## src/rtl/rom_loader.sv

```systemverilog
// rom_loader
// ----------------------------------------------------------------------------
// Boot-time loader. It receives a byte stream and writes it into instruction
// memory as 16-bit words. The CPU is held in reset until a load completes.
//
// Stream layout:
//   N_hi N_lo              : word count N (16 bits, high byte first)
//   {W_hi W_lo} x N        : N words, high byte first
//   C                      : checksum byte (only with ROM_LOADER_CHECKSUM_EN)
//
// The checksum is the modulo-256 sum of all data bytes. Length bytes are not
// included in the sum.
//
// Build option:
//   ROM_LOADER_CHECKSUM_EN  When this macro is defined, the CSUM state and the
//                           checksum register are present. When it is
//                           undefined, the loader goes straight to DONE after
//                           the last word.
//
// Parameters:
//   SIZE      instruction memory depth in 16-bit words (SIZE <= 65536)
//
// Ports:
//   clk       sole clock; all state changes happen on its rising edge
//   rst_n     asynchronous active-low reset
//   start     one-cycle pulse; begins a session from IDLE, DONE or ERROR
//   in_data   serial byte stream
//   in_valid  in_data is valid
//   in_ready  loader can accept a byte (a transfer needs in_valid & in_ready)
//   wr_en     instruction-memory write strobe (one cycle per word)
//   wr_addr   write word address
//   wr_data   write word
//   cpu_hold  holds the CPU in reset; high in every state except DONE
//   done      load completed without error
//   error     load aborted (length too large or bad checksum)
// ----------------------------------------------------------------------------
module rom_loader #(
  parameter  int SIZE = 32768,
  localparam int AW   = (SIZE > 1) ? $clog2(SIZE) : 1
) (
  input  logic          clk,
  input  logic          rst_n,
  input  logic          start,
  input  logic [7:0]    in_data,
  input  logic          in_valid,
  output logic          in_ready,
  output logic          wr_en,
  output logic [AW-1:0] wr_addr,
  output logic [15:0]   wr_data,
  output logic          cpu_hold,
  output logic          done,
  output logic          error
);

  localparam logic [2:0] S_IDLE    = 3'd0;
  localparam logic [2:0] S_LEN_HI  = 3'd1;
  localparam logic [2:0] S_LEN_LO  = 3'd2;
  localparam logic [2:0] S_DATA_HI = 3'd3;
  localparam logic [2:0] S_DATA_LO = 3'd4;
`ifdef ROM_LOADER_CHECKSUM_EN
  localparam logic [2:0] S_CSUM    = 3'd5;
`endif
  localparam logic [2:0] S_DONE    = 3'd6;
  localparam logic [2:0] S_ERROR   = 3'd7;

  // S_TAIL is the state entered once the last word (or a zero length) has
  // been received.
`ifdef ROM_LOADER_CHECKSUM_EN
  localparam logic [2:0] S_TAIL    = S_CSUM;
`else
  localparam logic [2:0] S_TAIL    = S_DONE;
`endif

  // Length and index comparisons are done at 17 bits. This lets
  // N = SIZE = 65536 compare correctly.
  localparam logic [16:0] SIZE_W = 17'(SIZE);

  logic [2:0]    state_reg;
  logic [15:0]   len_reg;
  logic [AW:0]   idx_reg;
  logic [7:0]    hi_reg;
  logic          wr_en_reg;
  logic [AW-1:0] wr_addr_reg;
  logic [15:0]   wr_data_reg;
`ifdef ROM_LOADER_CHECKSUM_EN
  logic [7:0]    csum_reg;
`endif

  logic        xfer;
  logic [15:0] len_next;
  logic        last_word;

  assign xfer      = in_valid & in_ready;
  // The full length is known while the low length byte is on in_data.
  assign len_next  = {len_reg[15:8], in_data};
  // The current transfer completes word idx_reg. It is the last word when
  // idx_reg + 1 reaches N.
  assign last_word = ((17'(idx_reg) + 17'd1) == {1'b0, len_reg});

`ifdef ROM_LOADER_CHECKSUM_EN
  assign in_ready = (state_reg == S_LEN_HI)  || (state_reg == S_LEN_LO) ||
                    (state_reg == S_DATA_HI) || (state_reg == S_DATA_LO) ||
                    (state_reg == S_CSUM);
`else
  assign in_ready = (state_reg == S_LEN_HI)  || (state_reg == S_LEN_LO) ||
                    (state_reg == S_DATA_HI) || (state_reg == S_DATA_LO);
`endif

  assign cpu_hold = (state_reg != S_DONE);
  assign done     = (state_reg == S_DONE);
  assign error    = (state_reg == S_ERROR);
  assign wr_en    = wr_en_reg;
  assign wr_addr  = wr_addr_reg;
  assign wr_data  = wr_data_reg;

  always_ff @(posedge clk or negedge rst_n) begin
    if (!rst_n) begin
      state_reg   <= S_IDLE;
      len_reg     <= '0;
      idx_reg     <= '0;
      hi_reg      <= '0;
      wr_en_reg   <= 1'b0;
      wr_addr_reg <= '0;
      wr_data_reg <= '0;
`ifdef ROM_LOADER_CHECKSUM_EN
      csum_reg    <= '0;
`endif
    end else begin
      // The write strobe lasts one cycle. Address and data keep their
      // last values after the strobe drops.
      wr_en_reg <= 1'b0;
      case (state_reg)
        S_IDLE, S_DONE, S_ERROR: begin
          if (start) begin
            state_reg <= S_LEN_HI;
            len_reg   <= '0;
            idx_reg   <= '0;
`ifdef ROM_LOADER_CHECKSUM_EN
            csum_reg  <= '0;
`endif
          end
        end
        S_LEN_HI: begin
          if (xfer) begin
            len_reg[15:8] <= in_data;
            state_reg     <= S_LEN_LO;
          end
        end
        S_LEN_LO: begin
          if (xfer) begin
            len_reg[7:0] <= in_data;
            if ({1'b0, len_next} > SIZE_W)
              state_reg <= S_ERROR;
            else if (len_next == 16'd0)
              state_reg <= S_TAIL;
            else
              state_reg <= S_DATA_HI;
          end
        end
        S_DATA_HI: begin
          if (xfer) begin
            hi_reg    <= in_data;
`ifdef ROM_LOADER_CHECKSUM_EN
            csum_reg  <= csum_reg + in_data;
`endif
            state_reg <= S_DATA_LO;
          end
        end
        S_DATA_LO: begin
          if (xfer) begin
            wr_en_reg   <= 1'b1;
            wr_addr_reg <= idx_reg[AW-1:0];
            wr_data_reg <= {hi_reg, in_data};
            idx_reg     <= idx_reg + 1'b1;
`ifdef ROM_LOADER_CHECKSUM_EN
            csum_reg    <= csum_reg + in_data;
`endif
            state_reg   <= last_word ? S_TAIL : S_DATA_HI;
          end
        end
`ifdef ROM_LOADER_CHECKSUM_EN
        S_CSUM: begin
          if (xfer)
            state_reg <= (in_data == csum_reg) ? S_DONE : S_ERROR;
        end
`endif
        default: state_reg <= S_IDLE;
      endcase
    end
  end

endmodule

```

## config.mk

```make
export PLATFORM = sky130hd
export DESIGN_NAME = rom_loader
export DESIGN_NICKNAME = d
export VERILOG_FILES = /design/src/rtl/rom_loader.sv
export SDC_FILE = /design/constraint.sdc
export NUM_CORES = 1
export LEC_CHECK = 0
export ABC_CLOCK_PERIOD_IN_PS = 3200
export BUFFER_PORTS_ARGS = -buffer_cell sky130_fd_sc_hd__buf_2
export CAP_MARGIN = 20
export CELL_PAD_IN_SITES_DETAIL_PLACEMENT = 0
export CELL_PAD_IN_SITES_GLOBAL_PLACEMENT = 1
export CORE_MARGIN = 2
export CORE_UTILIZATION = 40
export DETAILED_ROUTE_END_ITERATION = 6
export HOLD_SLACK_MARGIN = 0.1
export PLACE_DENSITY = 0.84
export SLEW_MARGIN = 10
export SYNTH_ARGS = -nofsm -noshare
export SYNTH_HDL_FRONTEND = slang
export SYNTH_SLANG_ARGS = --single-unit
```

## constraint.sdc

```tcl
create_clock -name clk -period 3.2 [get_ports clk]
set_input_delay 0.64 -clock clk [delete_from_list [all_inputs] [get_ports clk]]
set_output_delay 0.64 -clock clk [all_outputs]
set_load 0.1 [all_outputs]
```

After elaboration in Yosys (flattened, before gate mapping)
Index checks and enable logic that the tools add are counted.

Memories kept: 0. Latch bits: 0. Register bits after elaboration: 75. Memory bits (writable): 0. Logic and storage cells: 57. Memory bits (read-only): 0.

$mul: 0. Bitwise gates (word level): 1. Divide/modulo/power cells: 0. Reduce and logical (&&, ||, !) cells: 15. Shifts and indexed selects: 0. Add/sub/neg operators: 2. Multiplexer cells: 17. Eq/ne operators: 13. $lt $le $gt $ge: 1.

Operator list (count): 16-bit two-way mux (2); 16-bit case mux with 2 select lines (1); 8-bit case mux with 2 select lines (2); 3-bit two-way mux (8); 16-bit by 1-bit adder with 17-bit output, second input constant (1); 17-bit by 16-bit equality test with 1-bit output (1); 16-bit by 1-bit adder with 16-bit output, second input constant (1); 16-bit > comparator, second input constant (1); 16-bit zero test (1); 3-bit case mux with 5 select lines (1); 2-bit inequality test, second input constant (5); 3-bit equality test, second input constant (3); 3-bit AND reduction (3); 8-bit two-way mux (1); 3-bit by 2-bit equality test with 1-bit output, second input constant (2); 2-bit nonzero test (3); 5-bit AND reduction (1); 2-bit AND reduction (2); 3-bit by 1-bit equality test with 1-bit output, second input constant (1); 3-bit zero test (1); 1-bit logical OR (3); 3-bit inequality test, second input constant (1); 3-bit OR reduction (1); 1-bit two-way mux (2); 1-bit bitwise AND (1).

Longest topological paths before layout
Gate-level depths: netlist (run 1).

Depth after elaboration: 7. Gate-level depth with buffers: 8. Gate-level depth less buffers: 7.

Worst setup path before layout (run 1)
OpenSTA, ideal clock, no wires.

Kind: register -> output. Start: register state_reg[2]. End: output port done. Setup slack: 23 ps. Data arrival time: 2537 ps. Stages on the path, launching flop included: 5. Data required time: 2560 ps. Cells stage by stage: dfrtp_1 buf_2 buf_1 nand3_1 inv_1.

Word-level cells in the longest chain between the ends: 1.

Ends and longest elaborated chain: from (decl) (RTL line 78) `logic [2:0] state_reg;`; from (signal assigned) (RTL line 178) `state_reg <= last_word ? S_TAIL : S_DATA_HI;`; 3-bit equality test (RTL line 110) `assign done = (state_reg == S_DONE);`; to (decl) (RTL line 51) `output logic done,`.

Every way passes these cells.

Final worst setup path (run 1)
Start: register idx_reg[0]. End: register state_reg[0].

Word-level cells in the longest chain between the ends: 5.

Ends and longest elaborated chain: from (decl) (RTL line 80) `logic [AW:0] idx_reg;`; from (signal assigned) (RTL line 174) `idx_reg <= idx_reg + 1'b1;`; 16-bit by 1-bit adder with 17-bit output (RTL line 98) `assign last_word = ((17'(idx_reg) + 17'd1) == {1'b0, len_reg});`; 17-bit by 16-bit equality test with 1-bit output (RTL line 98); 3-bit two-way mux (RTL line 178); 3-bit two-way mux (RTL line 170) `if (xfer) begin`; 3-bit case mux with 5 select lines (RTL line 132) `case (state_reg)`.

Every way passes these cells. The select of a mux whose other input is x is not followed. A chain may end at the register's enable or synchronous reset.

==> key figures, run 1 <==
Yosys
  • Nets in the synthesized netlist: 434
  • Share of the synthesized area in the top cell type: 0.4975
  • Yosys warns: 0
  • Top_reg_cell synth: dfrtp_1
  • Sequential fraction of the synthesis area: 0.4975
  • Avg Inst Size Synth: 8.960 um2
  • Synth top area cells: dfrtp_1, nand2_1, o21ai_0
  • Count leader, synth: nand2_1
  • Synthesized area: 3772 um2
  • Synth Register Bits: between 70 and 80
  • Synth unique cells: ~50
  • Post-synth ARST share: 1.000
  • Synth Instances: between 400 and 500
  • Number of synthesized flops with an enable pin: 0
  • Cell taking the most area after synthesis: dfrtp_1
  • Most common library cells after synthesis: nand2_1, dfrtp_1, o21ai_0, nand3_1, buf_2

Power
  • Clk pwr share: 0.191
  • Switch share: 0.4909
  • Comb power frac: 0.448
  • Pwr per Cell Area: between 900 and 1000 nW/um2
  • Max IR drop VDD: slightly above 600 uV
  • Sw Pwr: 1933 uW
  • Int Power: about 2000 uW
  • Leak: about 0.0021 uW
  • Reg power frac: 0.362

Critical path
  • CP Capture Type: register
  • Crit Path Class: reg -> reg
  • Crit-path max FO: 8
  • Crit path launch type: register
  • Arr. time, crit path: 2.69 ns
  • Setup slack, reg-to-reg: between 0.7 and 0.8 ns
  • CP required: 3.44 ns

Floorplan
  • Die Height: just over 100 um
  • Starting Density: 0.4102
  • Die extent in x: between 100 and 150 um
  • Die area: 10220 um2
  • Core Region: 9196 um2
  • Site row count: 35
  • I/O pin total: 48

Global routing
  • Vias in the first global route: 3035
  • Global-route wire length before repair: approximately 15000 um
  • Antenna violations before repair: 0
  • Largest net degree at the start of global routing: 76
  • GRT Total Usage: 0.1910
  • Grt ovf: 0

Timing
  • Worst slew pin tran: ~0.96 ns
  • Hold Vio Cnt, Final: 0
  • Period minus WS final: roughly 2.4 ns
  • RSZ-0062 raised after global routing: no
  • Fin Setup TNS: 0 ns
  • Slew Viols, Final: 0
  • Fmax: 0.4091 GHz
  • Clock Skew: approximately 0.0064 ns
  • Final setup fails: 0
  • Period utilization: 0.7640
  • Max-slew headroom: 0.3572

Routing
  • Antenna-violating nets left: 0
  • # DRC: 0
  • 1st-iter DRT viols: around 210
  • Via density: ~5.4
  • Post-DR wirelength/cell: ~16 um
  • DRT Pass-1 Iters: 5
  • Vias: approximately 3k
  • WL final: approximately 9000 um

Clocking
  • Longest Clk Path Bufs: 2
  • Post-CTS Hold Buffers: 0
  • H-tree depth: 3
  • Clk root buf: clkbuf_8
  • Postcts setup bufs: 0
  • CTS tree: yes
  • Clk_lat worst skew: between 0.3 and 0.4 ns
  • Cts bufs inserted: 9
  • PostCTS Resize Cnt: 0
  • Clk pin slew, worst setup/hold paths: around 0.090 ns
  • Sink Count: between 70 and 80

Final layout
  • Multi-input gate area in the final layout: roughly 1700 um2
  • Design Area, Final: approximately 4200 um2
  • # fillers: between 900 and 1k
  • Fin cells: 570
  • P&R area growth vs syn: 12.40%
  • Share of layout cells above drive strength 1: 0.1721
  • Ant diodes: 0
  • Nets: approximately 470
  • FF/Latch Area: about 1900 um2

Placement
  • Placed Cells: roughly 550
  • DP HPWL: 5953 um
  • IO buf count: 47
  • Placed instance area: approximately 4000 um2
  • GPL Wtd Cong: approximately 0.93

Worst hold path
  • Worst hold path class: in -> async

Run status
  • Status: completed

Run
  • Max_cap viols: 0
layout by cell type (no fill, tap or decap), types with 4 or more instances in the layout:
| master | instances |
|---|---|
| inv_1 | 12 |
| o21ai_0 | 37 |
| xnor2_1 | 10 |
| nor3_1 | 6 |
| mux2i_1 | 7 |
| buf_2 | 46 |
| nand2_1 | 120 |
| o31ai_1 | 9 |
| o41ai_1 | 4 |
| a21o_1 | 4 |
| clkbuf_8 | 9 |
| and3_1 | 4 |
| a21oi_1 | 8 |
| dfrtp_1 | 75 |
| nand4_1 | 9 |
| and4_1 | 4 |
| nand3_1 | 16 |
| mux2_2 | 9 |
| buf_4 | 5 |
| nor4_1 | 4 |
| nor2b_1 | 4 |
| nor2_1 | 11 |
| xor2_1 | 7 |
layout make-up:
| cell class | instances | area share |
|---|---|---|
| Sequential cell | 75 | 0.4426 |
| Timing Repair Buffer | 51 | 0.06315 |
| Clock buffer | 10 | 0.03010 |
| Tap cell | 111 | 0.03275 |
| Clock inverter | 6 | 0.01682 |
| Inverter | 13 | 0.01151 |
| Multi-Input combinational cell | 304 | 0.4031 |
kinds of logic (layout without fill, tap and decap cells):
family,Yosys count,in the layout,share of synthesized area
buf+inv,42,80,0.05074
xor+xnor,18,18,0.04378
flops,75,75,0.4975
fa+ha+maj,1,1,0.003316
simple gates,189,189,0.2235
mux,16,16,0.04544
compound gates,80,80,0.1357
power by group through the flow:
stage | registers, uW | logic [uW] | clock network (uW)
5_1_grt | 1460 | 1890 | 816
3_3_place_gp | 1430 | 1750 | 0
6_report | 1420 | 1760 | 751
3_5_place_dp | 1430 | 1770 | 0
4_1_cts | 1420 | 1770 | 771
2_1_floorplan | 1990 | 863 | 0
stage by stage:
stage	utilization	setup slack (ns)	total power (uW)	hold slack [ns]
floorplan	-	0.02280	2857	0.3444
global placement	0.4395	0.9229	3176	0.4416
detailed placement	0.4395	0.7866	3202	0.4480
CTS	0.4611	0.7833	3964	0.4669
global route	0.4611	0.5148	4173	0.4886
finish	0.4611	0.7553	3937	0.4237
metal layers:
metal  up-vias  track usage  part of all wire
met5         -            0                 0
met4         0      0.06237             0.014
met3        12      0.03259             0.040
met2        85       0.2960              0.46
met1      1457       0.2733              0.48
li1       1520            -                 -
path summary, 6_finish.rpt:
path                                         start                  endpoint  cells past startpoint
setup / recovery            idx_reg[0]$_DFFE_PN0P_  state_reg[0]$_DFFE_PN0P_                      7
hold / removal                               rst_n    wr_addr[5]$_DFFE_PN0P_                      1
setup reg to reg            idx_reg[0]$_DFFE_PN0P_  state_reg[0]$_DFFE_PN0P_                      7
hold reg to reg            wr_addr[11]$_DFFE_PN0P_   wr_addr[11]$_DFFE_PN0P_                      2
max in group asynchronous                    rst_n  state_reg[0]$_DFFE_PN0P_                      1
min in group clk           wr_addr[11]$_DFFE_PN0P_   wr_addr[11]$_DFFE_PN0P_                      2
critical path, cell delays in order (launching register included):
cell and delay, ns:
dfrtp_1 0.46, ha_1 0.33, nand3_1 0.26, o32ai_1 0.35, o2111ai_1 0.15, a2111oi_0 0.34, nand4_1 0.20, a32o_1 0.25
Note: power is estimated with default switching activity, not from simulation.
==> run 2, diff against run 1 <==
--- a/config.mk
+++ b/config.mk
@@ -5,7 +5,7 @@
 export SDC_FILE = /design/constraint.sdc
 export NUM_CORES = 1
 export LEC_CHECK = 0
-export ABC_CLOCK_PERIOD_IN_PS = 3200
+export ABC_CLOCK_PERIOD_IN_PS = 2300
 export BUFFER_PORTS_ARGS = -buffer_cell sky130_fd_sc_hd__buf_2
 export CAP_MARGIN = 20
 export CELL_PAD_IN_SITES_DETAIL_PLACEMENT = 0
==> constraint.sdc (replaced) <==
create_clock -name clk -period 2.3 [get_ports clk]
set_input_delay 0.46 -clock clk [delete_from_list [all_inputs] [get_ports clk]]
set_output_delay 0.46 -clock clk [all_outputs]
set_load 0.1 [all_outputs]
==> key figures, run 2 (synthesized netlist as in run 1, its figures left out) <==
Clocking
  • Cts bufs inserted: 9
  • H-tree depth: 3
  • Postcts setup bufs: 0
  • Clk root buf: clkbuf_8
  • Sink Count: 75
  • CTS tree: yes
  • Clk pin slew, worst setup/hold paths: ~0.090 ns
  • Longest Clk Path Bufs: 2
  • Clk_lat worst skew: 0.35 ns

Timing
  • Period minus WS final: roughly 2.2 ns
  • Hold Vio Cnt, Final: 0
  • Slew Viols, Final: 0
  • Worst slew pin tran: between 0.6 and 0.7 ns
  • Worst setup margin: between 0.1 and 0.15 ns
  • Fmax: roughly 0.46 GHz
  • Fin Setup TNS: 0 ns
  • Final setup fails: 0
  • Period utilization: 0.9539
  • RSZ-0062 raised after global routing: no
  • Clock Skew: 0.01225 ns
  • Max-slew headroom: 0.5716

Critical path
  • CP required: roughly 2.6 ns
  • Critical Path, Cell by Cell: ha_2 -> xor2_1 -> or4_1 -> nor4_1 -> nand4_1 -> a32o_1
  • Arr. time, crit path: ~2.4 ns
  • CP Capture Type: register
  • Cell family with most CP delay: simple AND/OR/NAND/NOR gates
  • Crit Path Class: reg -> reg
  • Slowest stage delay, CP: around 0.47 ns
  • Max stage delay cell, worst path: or4_1
  • Crit-path max FO: 2
  • CP Buf/Inv Count: 0
  • Crit path launch type: register

Routing
  • Post-DR wirelength/cell: ~16 um
  • DRT Pass-1 Iters: 5
  • # DRC: 0
  • Via density: 5.418
  • 1st-iter DRT viols: about 190
  • WL final: 9182 um
  • Vias: between 3k and 4k
  • Antenna-violating nets left: 0

Floorplan
  • Die area: 10220 um2
  • Die Height: approximately 100 um
  • Die extent in x: slightly above 100 um
  • Core Region: between 9000 and 10000 um2
  • Site row count: 35
  • I/O pin total: 48
  • Starting Density: 0.4102

Final layout
  • Commonest non-fill, non-tap cell in the layout: nand2_1
  • Nets: between 400 and 500
  • Fin cells: around 600
  • Most frequent cells in the layout: nand2_1, dfrtp_1, buf_2
  • Share of layout cells above drive strength 1: 0.2201
  • Ant diodes: 0
  • P&R area growth vs syn: 18.51%
  • # fillers: 902

Global routing
  • GRT Total Usage: 0.1989
  • Global-route wire length before repair: around 16000 um
  • Antenna violations before repair: 0
  • Vias in the first global route: about 3.1k
  • Grt ovf: 0
  • Largest net degree at the start of global routing: 50

Placement
  • GPL Wtd Cong: approximately 0.95
  • Setup WS pre-CTS: between 0.004 and 0.005 ns
  • DP HPWL: 6480 um
  • IO buf count: 47
  • Placed Cells: roughly 570

Run
  • Max_cap viols: 0

Power
  • Max IR drop VDD: between 900 and 1000 uV
  • Leak: between 0.002 and 0.0025 uW
  • PnR Total Power: between 5000 and 6000 uW
  • Pwr per Cell Area: between 1000 and 1500 nW/um2

Run status
  • Status: completed

Worst hold path
  • Worst hold path class: in -> reg
-- run 2: cell count changes in the layout (fill, tap and decap cells not counted), sizes merged --
cell,previous run,this run
buf,51,66
dlygate4sd3,0,1
clkinv,1,2
clkbuf,10,13
bufinv,1,2
inv,15,12
-- run 2: what timing repair did --
item                       in CTS  in global routing
resized for setup               0                  8
hold endpoints to repair       26                  0
setup endpoints to repair       0                  4
hold buffers                    1                  0
-- run 2: where the power goes --
part	internal [uW]	switching, uW
registers	1660	247
clock network	647	520
logic	728	1950
total	3030	2720
-- run 2: worst reg2reg max path, stage by stage (launching register included) --
cell,delay (ns)
dfrtp_1,0.39
ha_2,0.29
xor2_1,0.16
or4_1,0.47
nor4_1,0.34
nand4_1,0.19
a32o_1,0.25
-- run 2: stage by stage --
step	util	hold slack [ns]	cell area, um2
6_report	0.4861	0.3718	4471
5_1_grt	0.4861	0.3625	4471
4_1_cts	0.4838	0.3573	4449
3_5_place_dp	0.4581	0.4071	4213
3_3_place_gp	0.4581	0.4045	4213
2_1_floorplan	-	0.1644	3791
-- run 2: path summary, 6_finish.rpt --
path	startpoint	end	slack (ns)	depth (start not counted)
max in group asynchronous	rst_n	wr_data[2]$_DFFE_PN0P_	1.16	3
min	in_data[7]	wr_data[7]$_DFFE_PN0P_	0.37	3
max reg2reg	idx_reg[0]$_DFFE_PN0P_	state_reg[0]$_DFFE_PN0P_	0.11	6
max	idx_reg[0]$_DFFE_PN0P_	state_reg[0]$_DFFE_PN0P_	0.11	6
min reg2reg	wr_addr[10]$_DFFE_PN0P_	wr_addr[10]$_DFFE_PN0P_	0.47	2
min in group asynchronous	rst_n	wr_addr[6]$_DFFE_PN0P_	0.55	2
-- run 2: layer usage --
metal | wire length (um) | vias to the layer above | global-route usage
li1 | - | 1551 | -
met1 | 4511 | 1548 | 0.2815
met2 | 4188 | 80 | 0.3082
met3 | 416 | 7 | 0.05270
met4 | 66 | 0 | 0.04470
met5 | 0 | - | 0
-- run 2: cell type report --
| cell class | instances | area, um2 | area share |
|---|---|---|---|
| Multi-Input combinational cell | 304 | 1739 | 0.3890 |
| Clock inverter | 5 | 85.08 | 0.01903 |
| Sequential cell | 75 | 1878 | 0.4201 |
| Tap cell | 111 | 138.9 | 0.03107 |
| Clock buffer | 11 | 141.4 | 0.03163 |
| Inverter | 13 | 52.55 | 0.01175 |
| Timing Repair Buffer | 69 | 435.4 | 0.09740 |
==> run 3, diff against run 2 <==
--- a/config.mk
+++ b/config.mk
@@ -15,6 +15,7 @@
 export DETAILED_ROUTE_END_ITERATION = 6
 export HOLD_SLACK_MARGIN = 0.1
 export PLACE_DENSITY = 0.84
+export RECOVER_POWER = 25
 export SLEW_MARGIN = 10
 export SYNTH_ARGS = -nofsm -noshare
 export SYNTH_HDL_FRONTEND = slang
==> key figures, run 3 (synthesized netlist as in run 1, its figures left out) <==
Critical path
  • Critical Path, Cell by Cell: ha_2 -> xor2_1 -> or4_1 -> nor4_1 -> nand4_1 -> a32o_1
  • CP Capture Type: register
  • Crit-path max FO: 2
  • Stages on worst setup path: 6
  • Crit Path Class: reg -> reg
  • Arr. time, crit path: approximately 2.4 ns
  • Cell family with most CP delay: simple AND/OR/NAND/NOR gates
  • CP Buf/Inv Count: 0
  • Max stage delay cell, worst path: or4_1
  • CP required: 2.55 ns
  • Slowest stage delay, CP: around 0.47 ns
  • Crit path launch type: register
  • Worst r2r path cells: 6

Floorplan
  • Site row count: 35
  • Core Region: roughly 9200 um2
  • Die extent in x: 101.1 um
  • Die area: ~10000 um2
  • I/O pin total: 48
  • Starting Density: 0.4102
  • Die Height: around 100 um

Clocking
  • H-tree depth: 3
  • Cts bufs inserted: 9
  • Clk root buf: clkbuf_8
  • Clk_lat worst skew: between 0.3 and 0.4 ns
  • CTS tree: yes
  • Postcts setup bufs: 0
  • Clk pin slew, worst setup/hold paths: around 0.090 ns
  • Sink Count: 75
  • Longest Clk Path Bufs: 2

Run status
  • Failing checks: max-capacitance violations, max-slew violations
  • Status: finished, violations left

Routing
  • WL final: a little over 9000 um
  • 1st-iter DRT viols: 190
  • Via density: about 5.4
  • # DRC: 0
  • Antenna-violating nets left: 0
  • Post-DR wirelength/cell: between 15 and 20 um
  • Vias: roughly 3.2k
  • DRT Pass-1 Iters: 4

Placement
  • DP HPWL: around 6500 um
  • GPL Wtd Cong: 0.9524
  • IO buf count: 47

Power
  • Reg power frac: 0.331
  • Leak: ~0.0022 uW
  • Int Power: 3030 uW
  • Pwr per Cell Area: 1286 nW/um2
  • Max IR drop VDD: just under 1000 uV
  • Clk pwr share: 0.203
  • Sw Pwr: roughly 2700 uW
  • Switch share: 0.4726
  • PnR Total Power: 5746 uW
  • Comb power frac: 0.466

Global routing
  • Largest net degree at the start of global routing: 50
  • Grt ovf: 0
  • Global-route wire length before repair: between 15000 and 20000 um
  • Antenna violations before repair: 0
  • GRT Total Usage: 0.1989
  • Vias in the first global route: about 3.1k

Final layout
  • Ant diodes: 0
  • # fillers: roughly 900
  • Nets: ~490
  • Most frequent cells in the layout: nand2_1, dfrtp_1, buf_2
  • Share of layout cells above drive strength 1: 0.2180
  • Commonest non-fill, non-tap cell in the layout: nand2_1
  • P&R area growth vs syn: 18.41%

Timing
  • Worst slew pin tran: around 1.6 ns
  • Slew Viols, Final: 27
  • Fin Setup TNS: 0 ns
  • Final setup fails: 0
  • Period utilization: 0.9539
  • Clock Skew: 0.01224 ns
  • Hold Vio Cnt, Final: 0
  • Fmax: about 0.46 GHz
  • Period minus WS final: about 2.2 ns
  • Max-slew headroom: -0.03591
  • RSZ-0062 raised after global routing: no

Worst hold path
  • Worst hold path class: in -> reg
  • Hold Path Depth: 3

Run
  • Max_cap viols: 1
run 3: path summary, 6_finish.rpt:
check	from	to	slack (ns)
worst max register to register	idx_reg[0]$_DFFE_PN0P_	state_reg[0]$_DFFE_PN0P_	0.11
worst min-delay path	in_data[7]	wr_data[7]$_DFFE_PN0P_	0.37
worst min register to register	wr_addr[10]$_DFFE_PN0P_	wr_addr[10]$_DFFE_PN0P_	0.47
worst max-delay path	idx_reg[0]$_DFFE_PN0P_	state_reg[0]$_DFFE_PN0P_	0.11
min in group asynchronous	rst_n	wr_addr[6]$_DFFE_PN0P_	1.01
max in group asynchronous	rst_n	wr_data[2]$_DFFE_PN0P_	0.33
run 3: stage by stage:
| stage | std cells | setup WS (ns) | hold WS, ns | utilization | cell area (um2) |
|---|---|---|---|---|---|
| 6_report | 588 | 0.1060 | 0.3714 | 0.4857 | 4467 |
| 5_1_grt | 588 | 0.01881 | 0.3625 | 0.4857 | 4467 |
| 4_1_cts | 588 | 0.008934 | 0.3573 | 0.4838 | 4449 |
| 3_5_place_dp | 571 | 0.004623 | 0.4071 | 0.4581 | 4213 |
| 3_3_place_gp | 571 | 0.08266 | 0.4045 | 0.4581 | 4213 |
| 2_1_floorplan | 421 | -0.1061 | 0.1644 | - | 3791 |
run 3: final cells by class:
cell class	count	area (um2)	share of cell area
sequential	75	1878	0.4204
multi-input combinational	304	1739	0.3894
timing repair buffer	69	431.7	0.09664
clock buffer	11	141.4	0.03165
tap	111	138.9	0.03109
clock inverter	5	85.08	0.01905
inverter	13	52.55	0.01176
run 3: power groups by stage:
| stage | combinational, uW | clock (uW) | sequential, uW |
|---|---|---|---|
| global placement | 2620 | 0 | 1920 |
| detailed placement | 2660 | 0 | 1920 |
| global route | 2880 | 1260 | 1960 |
| CTS | 2660 | 1190 | 1910 |
| floorplan | 1230 | 0 | 2770 |
| finish | 2680 | 1170 | 1900 |
run 3: worst min-delay path: stages:
cell	delay, ns
buf_2	0.14
nand2_1	0.06
nand2_1	0.04
run 3: repair_timing:
| action | in CTS | in global routing |
|---|---|---|
| resized for setup | 0 | 8 |
| endpoints found under the hold margin | 26 | 0 |
| hold buffers | 1 | 0 |
| endpoints found under the setup margin | 0 | 4 |
run 3: layer usage:
metal | GRT usage | wire, um | up-vias
li1 | - | - | 1551
met1 | 0.2815 | 4512 | 1550
met2 | 0.3082 | 4193 | 84
met3 | 0.05270 | 412 | 7
met4 | 0.04470 | 66 | 0
met5 | 0 | 0 | -
